==> src/rtl/stream_mux_arb.sv <==
// N-channel valid/ready stream multiplexer with a registered output stage.
// Channel choice is fixed, round-robin or priority, and held for a whole packet.
module stream_mux_arb #(
    parameter int unsigned WIDTH    = 8,
    parameter int unsigned CHANNELS = 16,
    localparam int unsigned SEL_W   = $clog2(CHANNELS)
) (
    input  logic                      clk_i,
    input  logic                      rst_i,
    input  logic [CHANNELS*WIDTH-1:0] in_data_i,
    input  logic [CHANNELS-1:0]       in_valid_i,
    input  logic [CHANNELS-1:0]       in_last_i,
    output logic [CHANNELS-1:0]       in_ready_o,
    input  logic [1:0]                mode_i,
    input  logic [SEL_W-1:0]          select_i,
    output logic [WIDTH-1:0]          out_data_o,
    output logic                      out_last_o,
    output logic                      out_valid_o,
    input  logic                      out_ready_i,
    output logic [SEL_W-1:0]          grant_o
);

    typedef enum logic {StIdle, StLocked} state_e;

    state_e             state_q, state_d;
    logic [SEL_W-1:0]   lock_ch_q, lock_ch_d;
    logic [SEL_W-1:0]   rr_ptr_q, rr_ptr_d;
    logic [WIDTH-1:0]   out_data_q, out_data_d;
    logic               out_last_q, out_last_d;
    logic               out_valid_q, out_valid_d;
    logic [SEL_W-1:0]   grant_q, grant_d;

    logic               ld;
    logic               cand_ok;
    logic               xfer;
    logic [SEL_W-1:0]   cand;
    logic [SEL_W-1:0]   idx;
    logic [WIDTH-1:0]   beat_data;
    logic               beat_last;

    always_comb begin
        ld      = !out_valid_q || out_ready_i;
        cand    = '0;
        cand_ok = 1'b0;
        idx     = '0;

        if (state_q == StLocked) begin
            cand    = lock_ch_q;
            cand_ok = 1'b1;
        end else begin
            case (mode_i)
                2'b00: begin
                    cand    = select_i;
                    cand_ok = (32'(select_i) < CHANNELS);
                end
                2'b01: begin
                    // Search upward from the channel after the last packet's owner.
                    for (int unsigned i = 1; i <= CHANNELS; i++) begin
                        idx = SEL_W'((32'(rr_ptr_q) + i) % CHANNELS);
                        if (!cand_ok && in_valid_i[idx]) begin
                            cand    = idx;
                            cand_ok = 1'b1;
                        end
                    end
                end
                2'b10: begin
                    for (int unsigned i = 0; i < CHANNELS; i++) begin
                        idx = SEL_W'(i);
                        if (!cand_ok && in_valid_i[idx]) begin
                            cand    = idx;
                            cand_ok = 1'b1;
                        end
                    end
                end
                default: ;
            endcase
        end

        in_ready_o = '0;
        if (ld && cand_ok && !rst_i) begin
            in_ready_o[cand] = 1'b1;
        end

        xfer      = ld && cand_ok && !rst_i && in_valid_i[cand];
        beat_data = in_data_i[32'(cand)*WIDTH +: WIDTH];
        beat_last = in_last_i[cand];
    end

    always_comb begin
        state_d     = state_q;
        lock_ch_d   = lock_ch_q;
        rr_ptr_d    = rr_ptr_q;
        out_data_d  = out_data_q;
        out_last_d  = out_last_q;
        out_valid_d = out_valid_q;
        grant_d     = grant_q;

        if (xfer) begin
            out_data_d  = beat_data;
            out_last_d  = beat_last;
            grant_d     = cand;
            out_valid_d = 1'b1;
            if (beat_last) begin
                rr_ptr_d = cand;
            end
            case (state_q)
                StIdle: begin
                    if (!beat_last) begin
                        state_d   = StLocked;
                        lock_ch_d = cand;
                    end
                end
                StLocked: begin
                    if (beat_last) begin
                        state_d = StIdle;
                    end
                end
                default: state_d = StIdle;
            endcase
        end else if (ld) begin
            out_valid_d = 1'b0;
        end
    end

    always_ff @(posedge clk_i or posedge rst_i) begin
        if (rst_i) begin
            state_q     <= StIdle;
            lock_ch_q   <= '0;
            rr_ptr_q    <= SEL_W'(CHANNELS - 1);
            out_data_q  <= '0;
            out_last_q  <= 1'b0;
            out_valid_q <= 1'b0;
            grant_q     <= '0;
        end else begin
            state_q     <= state_d;
            lock_ch_q   <= lock_ch_d;
            rr_ptr_q    <= rr_ptr_d;
            out_data_q  <= out_data_d;
            out_last_q  <= out_last_d;
            out_valid_q <= out_valid_d;
            grant_q     <= grant_d;
        end
    end

    assign out_data_o  = out_data_q;
    assign out_last_o  = out_last_q;
    assign out_valid_o = out_valid_q;
    assign grant_o     = grant_q;

endmodule

==> config.mk <==
export PLATFORM = sky130hd
export DESIGN_NAME = stream_mux_arb
export DESIGN_NICKNAME = d
export VERILOG_FILES = /design/src/rtl/stream_mux_arb.sv
export SDC_FILE = /design/constraint.sdc
export NUM_CORES = 1
export LEC_CHECK = 0
export CELL_PAD_IN_SITES_DETAIL_PLACEMENT = 1
export CELL_PAD_IN_SITES_GLOBAL_PLACEMENT = 1
export CORE_MARGIN = 10
export CORE_UTILIZATION = 33
export CTS_CLUSTER_DIAMETER = 60
export DETAILED_ROUTE_END_ITERATION = 8
export GPL_TIMING_DRIVEN = 0
export MAX_ROUTING_LAYER = met4
export PLACE_DENSITY_LB_ADDON = 0.25
export SETUP_SLACK_MARGIN = 0.1
export SYNTH_ARGS = -nofsm -noshare
export SYNTH_HDL_FRONTEND = slang
export SYNTH_SLANG_ARGS = --single-unit
==> constraint.sdc <==
create_clock -name clk_i -period 9.9 [get_ports clk_i]
set_clock_uncertainty 0.15 [all_clocks]
set_input_delay 1.98 -clock clk_i [delete_from_list [all_inputs] [get_ports clk_i]]
set_output_delay 1.98 -clock clk_i [all_outputs]
set_load 0.1 [all_outputs]
; Word-level counts from Yosys, hierarchy flattened
; Cells that the tools add are included.
[totals]
ramBits = 0
regBits = 23
latch_bits = 0
rom_bits = 0
n_memories = 0
[op_classes]
n_eq_ne = 2
n_reduce_logical = 71
n_mul = 0
n_shift = 1
mux = 169
div_mod_pow = 0
n_bitwise = 2
n_addsub = 16
n_lt_le_gt_ge = 18
[op_table]
columns = operator, n
row1 = indexed part select 128 x 8 -> 8 bit, 1
row2 = two-way mux 4 bit, 31
row3 = two-way mux 1 bit, 116
row4 = < comparator 4 x 5 -> 1 bit (second input constant), 17
row5 = binary-select mux 1 bit (select 4 bit), 18
row6 = logical AND 1 bit, 34
row7 = adder 4 bit (second input constant), 8
row8 = logical NOT 1 bit, 32
row9 = adder 4 x 3 -> 4 bit (second input constant), 4
row10 = two-way mux 16 bit, 1
row11 = case mux 4 bit (3 select lines), 1
row12 = adder 4 x 1 -> 4 bit (second input constant), 2
row13 = adder 4 x 2 -> 4 bit (second input constant), 2
row14 = demux 1 bit (select 4 bit), 1
row15 = greater-or-equal comparator 4 x 1 -> 1 bit (second input constant), 1
row16 = case mux 1 bit (3 select lines), 1
row17 = AND reduction 3 bit, 1
row18 = == test 2 x 1 -> 1 bit (second input constant), 1
row19 = == test 2 bit (second input constant), 1
row20 = logical NOT 2 bit, 1
row21 = inverter 1 bit, 2
row22 = AND reduction 2 bit, 1
row23 = nonzero test 2 bit, 1
row24 = logical OR 1 bit, 1

; Longest topological paths before layout
[logic_depth]
depth_word = 86
mapped_depth = 24
mapped_depth_nobuf = 16

; Worst setup path after synthesis
; OpenSTA, ideal clock, no wires.
[synth_path]
path_type = input to output
from = input port in_valid_i[13]
to = output port in_ready_o[10]
path_slack_ns = 0.714
stages = 15
arrival_ns = 7.056
n_path_buf = 4
path_cell_list = clkbuf_1 -> mux4_2 -> mux4_2 -> buf_4 -> nor3b_2 -> o2111ai_1 -> or3_1 -> or4_1 -> o211ai_1 -> o21ai_1 -> nor2_1 -> clkbuf_1 -> buf_1 -> nand2_1 -> nor2_1
[synth_via]
elab_chain_len = 85
word_cells_on_any_way = 151
classes_between = order compare (2) / mux (111) / reduce/logical (38)
[synth_lines]
columns = item, line
row1 = from (decl), 11  ; input logic [CHANNELS-1:0] in_valid_i,
row2 = binary-select mux 1 bit (select 4 bit), 60  ; if (!cand_ok && in_valid_i[idx]) begin
row3 = two-way mux 1 bit (implied by the code), 60
row4 = two-way mux 1 bit, 60
row5 = two-way mux 1 bit, 51  ; case (mode_i)
row6 = two-way mux 1 bit, 47  ; if (state_q == StLocked) begin
row7 = logical NOT 1 bit, 60
row8 = logical AND 1 bit, 60
row9 = two-way mux 1 bit, 60
row10 = [69 not listed], n/a
row11 = two-way mux 4 bit, 60
row12 = case mux 4 bit (3 select lines), 51
row13 = two-way mux 4 bit, 47
row14 = < comparator 4 x 5 -> 1 bit (implied by the code) or greater-or-equal comparator 4 x 1 -> 1 bit (tied branches), 81  ; in_ready_o[cand] = 1'b1;
row15 = logical AND 1 bit (implied by the code), 81
row16 = two-way mux 1 bit (implied by the code), 81
row17 = demux 1 bit (select 4 bit), 81
row18 = two-way mux 16 bit (*), 80  ; if (ld && cand_ok && !rst_i) begin
row19 = to (decl), 13  ; output logic [CHANNELS-1:0] in_ready_o,
; Every way passes the cells marked *; elsewhere a longest branch is shown, timed or not. The select of a mux whose other input is x is not followed.

; Worst setup path after layout
[layout_path]
from = input port in_valid_i[9]
to = output port in_ready_o[10]
; The elaborated chain is that of the path after synthesis.

==> flow_metrics.py <==
metrics = {
    "die": {
        "num_io_pins": 199,
        "dieHeight_um": 148,
        "dieArea_sq_um": 22000,
        "core-area_sq_um": 16000,
        "start_util_pct": 33.9,
        "row_count": 46,
        "die_x_um": 148,
    },
    "clock_tree": {
        "cts_root_buffer": "clkbuf_16",
        "cts-htree-levels": 1,
        "path_clk_slew_ns": 0.07,
        "ctsLongestPathBuffers": 2,
        "cts_tree": "yes",
        "cts.sinks": 23,
        "cts-hold-fix-buffers": 0,
        "cts_made_buffers": 3,
        "clkLatencyLatePin_ns": 0.27,
    },
    "grt": {
        "grt_overflow": 0,
        "grt_usage_pct": 25.2,
        "grt_pass1_vias": 7365,
        "grt_max_degree": 24,
        "antenna_found_initial": 0,
        "grt_pass1_wl_um": 42900,
    },
    "worst_setup_path": {
        "slowest_stage": "mux4_2",
        "critical_path.cell_chain": "clkdlybuf4s50_1, mux4_2, mux4_2, buf_4, nor3b_2, o2111ai_1, or3_1, or4_1, o211ai_1, o21ai_2, nor2_2, clkbuf_2, buf_2, nand2_1, nor2_1, buf_2",
        "critPathLaunchType": "input port",
        "arrival_ns": 7.42,
        "cpPeakStageDelay_ns": 0.65,
        "crit_buf_inv": 5,
        "path_class": "in2out",
        "path_max_fanout": 10,
        "endpoint_kind": "output port",
        "crit_family": "simple AND/OR/NAND/NOR gates",
        "crit_start": "in_valid_i[9]",
        "reg2reg_from": "rr_ptr_q[1]",
        "crit_required_ns": 7.77,
    },
    "timing": {
        "setup_viol": 0,
        "slew_violations": 0,
        "setup_ws_ns": 0.351,
        "fin_crit_ns": 9.55,
        "fmax_ghz": 0.105,
        "fin_crit_sh_pct": 96.5,
        "hold_viol_final": 0,
        "worst_slew_pin_slew_ns": 1.07,
        "rsz0062_at_grt": "no",
        "slew-limit-headroom_pct": 28.3,
    },
    "synthesis": {
        "ys_seq_area_share_pct": 10.7,
        "synthesis.nets": 857,
        "ys_types": 68,
        "yosysTopAreaCell": "mux4_2",
        "syn-instance-count": 680,
        "synth_area_sq_um": 5430,
        "ys_ff_latch": 23,
        "yosysWarningCount": 0,
        "synth_edf_count": 0,
        "async_reset_ff_share_pct": 100,
        "yosys-top-cells-area": "mux4_2 (14%), mux2i_1 (12%), dfrtp_1 (8.8%)",
        "synth_flop_cell": "dfrtp_1",
        "avgSynthCellArea_sq_um": 7.98,
        "netlist.area_leader.share_pct": 13.7,
    },
    "pwr": {
        "power_frac_comb_pct": 90.1,
        "switchingPower_mw": 1.63,
        "ir_worst_vdd_uv": 164,
        "p_leak_nw": 2.98,
        "clock_power_share_pct": 3.5,
        "totalPowerFinal_mw": 2.71,
        "intPower_mw": 1.08,
        "pwr-share-seq_pct": 6.3,
        "power_switching_share_pct": 60.3,
        "p_per_area_nw_per_um2": 353,
    },
    "route": {
        "drc": 0,
        "wl_per_cell_um": 25.8,
        "drt_iter0_drc": 323,
        "wl_um": 28100,
        "ant_nets": 0,
        "vias": 6636,
        "vias_per_cell": 6.08,
        "dr.pass1.iters": 5,
    },
    "place": {
        "port_buffers": 193,
        "post-dp-hpwl_um": 23900,
        "gp_congestion": 0.968,
        "dpl_worst_slack_ns": -1.65,
    },
    "run_status": {
        "status": "finished, final reports clean",
    },
    "layout": {
        "fin_util_pct": 48.0,
        "drive_gt1_share_pct": 14.8,
        "layout_commonest_cell": "clkdlybuf4s50_1",
        "area_growth_syn_to_layout_pct": 41.4,
        "final_nets": 1052,
        "layout_common_cells": "clkdlybuf4s50_1 (177), mux2i_1 (64), nor2_1 (56)",
    },
    "flow_run": {
        "max_cap_violations": 0,
    },
    "hold_path": {
        "hold_path_class": "reg2reg",
        "min_from": "lock_ch_q[2]",
    },
}
-- through the flow --
stage          cell area [sq um]  cells  TNS [ns]  hold slack (ns)
2_1_floorplan               5430    680         0            0.306
3_3_place_gp                7630   1089    -19.05            0.325
3_5_place_dp                7630   1089    -19.98            0.343
4_1_cts                     7660   1092         0            0.360
5_1_grt                     7670   1090         0            0.388
6_report                    7680   1091         0            0.347
-- Yosys cell counts, drive strengths merged, types with 3 or more instances --
cell type and instances:
a211oi 42, o211ai 24, o311a 3, ha 8, or3 5, nand2 50
nand2b 4, o22ai 4, a2111oi 3, o21ai 25, nor4 5, a211o 3
inv 15, nand4 6, o2111ai 4, mux4 33, o31ai 6, nor2b 24
a22oi 4, a22o 4, a21oi 39, nor2 57, and2 6, xor2 7
or4 3, a21o 3, mux2 38, a21boi 5, nand3 16, buf 23
or2 3, a31oi 18, xnor2 6, dfstp 4, o22a 3, o21bai 4
nor3 16, clkbuf 44, dfrtp 19, and3 3, mux2i 64
-- routing by layer --
layer	vias up	part of all wire [%]	GRT usage, %
met5	-	0	-
met4	0	3.0	7.78
met3	53	6.4	4.52
met2	304	51	44.2
met1	3262	40	28.7
li1	3017	-	-
-- worst register-to-register path, delay by kind of cell, from the launching register on --
kind	cells	cell delay, ns
AND/OR/NAND/NOR	3	0.71
buffers and inverters	10	3.33
adder cells (fa/ha/maj)	1	0.35
multiplexers	3	0.73
flip-flops	1	0.61
AO/OA/AOI/OAI	6	1.97
-- layout make-up --
cell class | instances | area [sq um]
Buffer | 64 | 295
Clock inverter | 1 | 7.51
Fill cell | 1964 | 8320
Multi-Input combinational cell | 573 | 4510
Sequential cell | 23 | 581
Inverter | 17 | 63.8
Tap cell | 216 | 270
Antenna cell | 1 | 2.50
Clock buffer | 3 | 75.1
Timing Repair Buffer | 193 | 1870
-- power groups by stage --
stage          clock network [mW]  registers [mW]  logic, mW
2_1_floorplan                   0           0.375       1.52
3_3_place_gp                    0           0.172       2.37
3_5_place_dp                    0           0.173       2.41
4_1_cts                    0.0988           0.172       2.41
5_1_grt                     0.102           0.177       2.61
6_report                   0.0960           0.171       2.44
-- state kept, by name (all words and copies together), names as in the netlist --
signal,flops
lock_ch_q,4
out_last_o,1
out_valid_o,1
rr_ptr_q,4
state_q,1
out_data_o,8
grant_o,4
-- final timing paths --
path,slack (ns),end,depth (start not counted)
setup / recovery,0.35,in_ready_o[10],16
hold / removal,0.35,lock_ch_q[2],1
setup reg to reg,1.95,out_data_o[2],23
hold reg to reg,0.35,lock_ch_q[2],1
max in group asynchronous,6.88,grant_o[2],2
min in group asynchronous,2.12,grant_o[3],2
-- timing repair --
| item | 4_1_cts | 5_1_grt |
|---|---|---|
| setup buffers | 0 | 0 |
| resized for setup | 87 | 25 |
| setup endpoints to repair | 16 | 16 |
| gates cloned | 0 | 0 |
-- cell families after synthesis --
logic type / after synthesis / synth area share [%]
muxes: 135 / 33.4
buffers and inverters: 84 / 6.41
adders and majority gates: 8 / 1.84
and+or+nand+nor: 204 / 18.2
DFF: 23 / 10.7
xor gates and xnor gates: 13 / 2.10
AOI/OAI and AO/OA: 213 / 27.4
(Power assumes the default switching activity.)
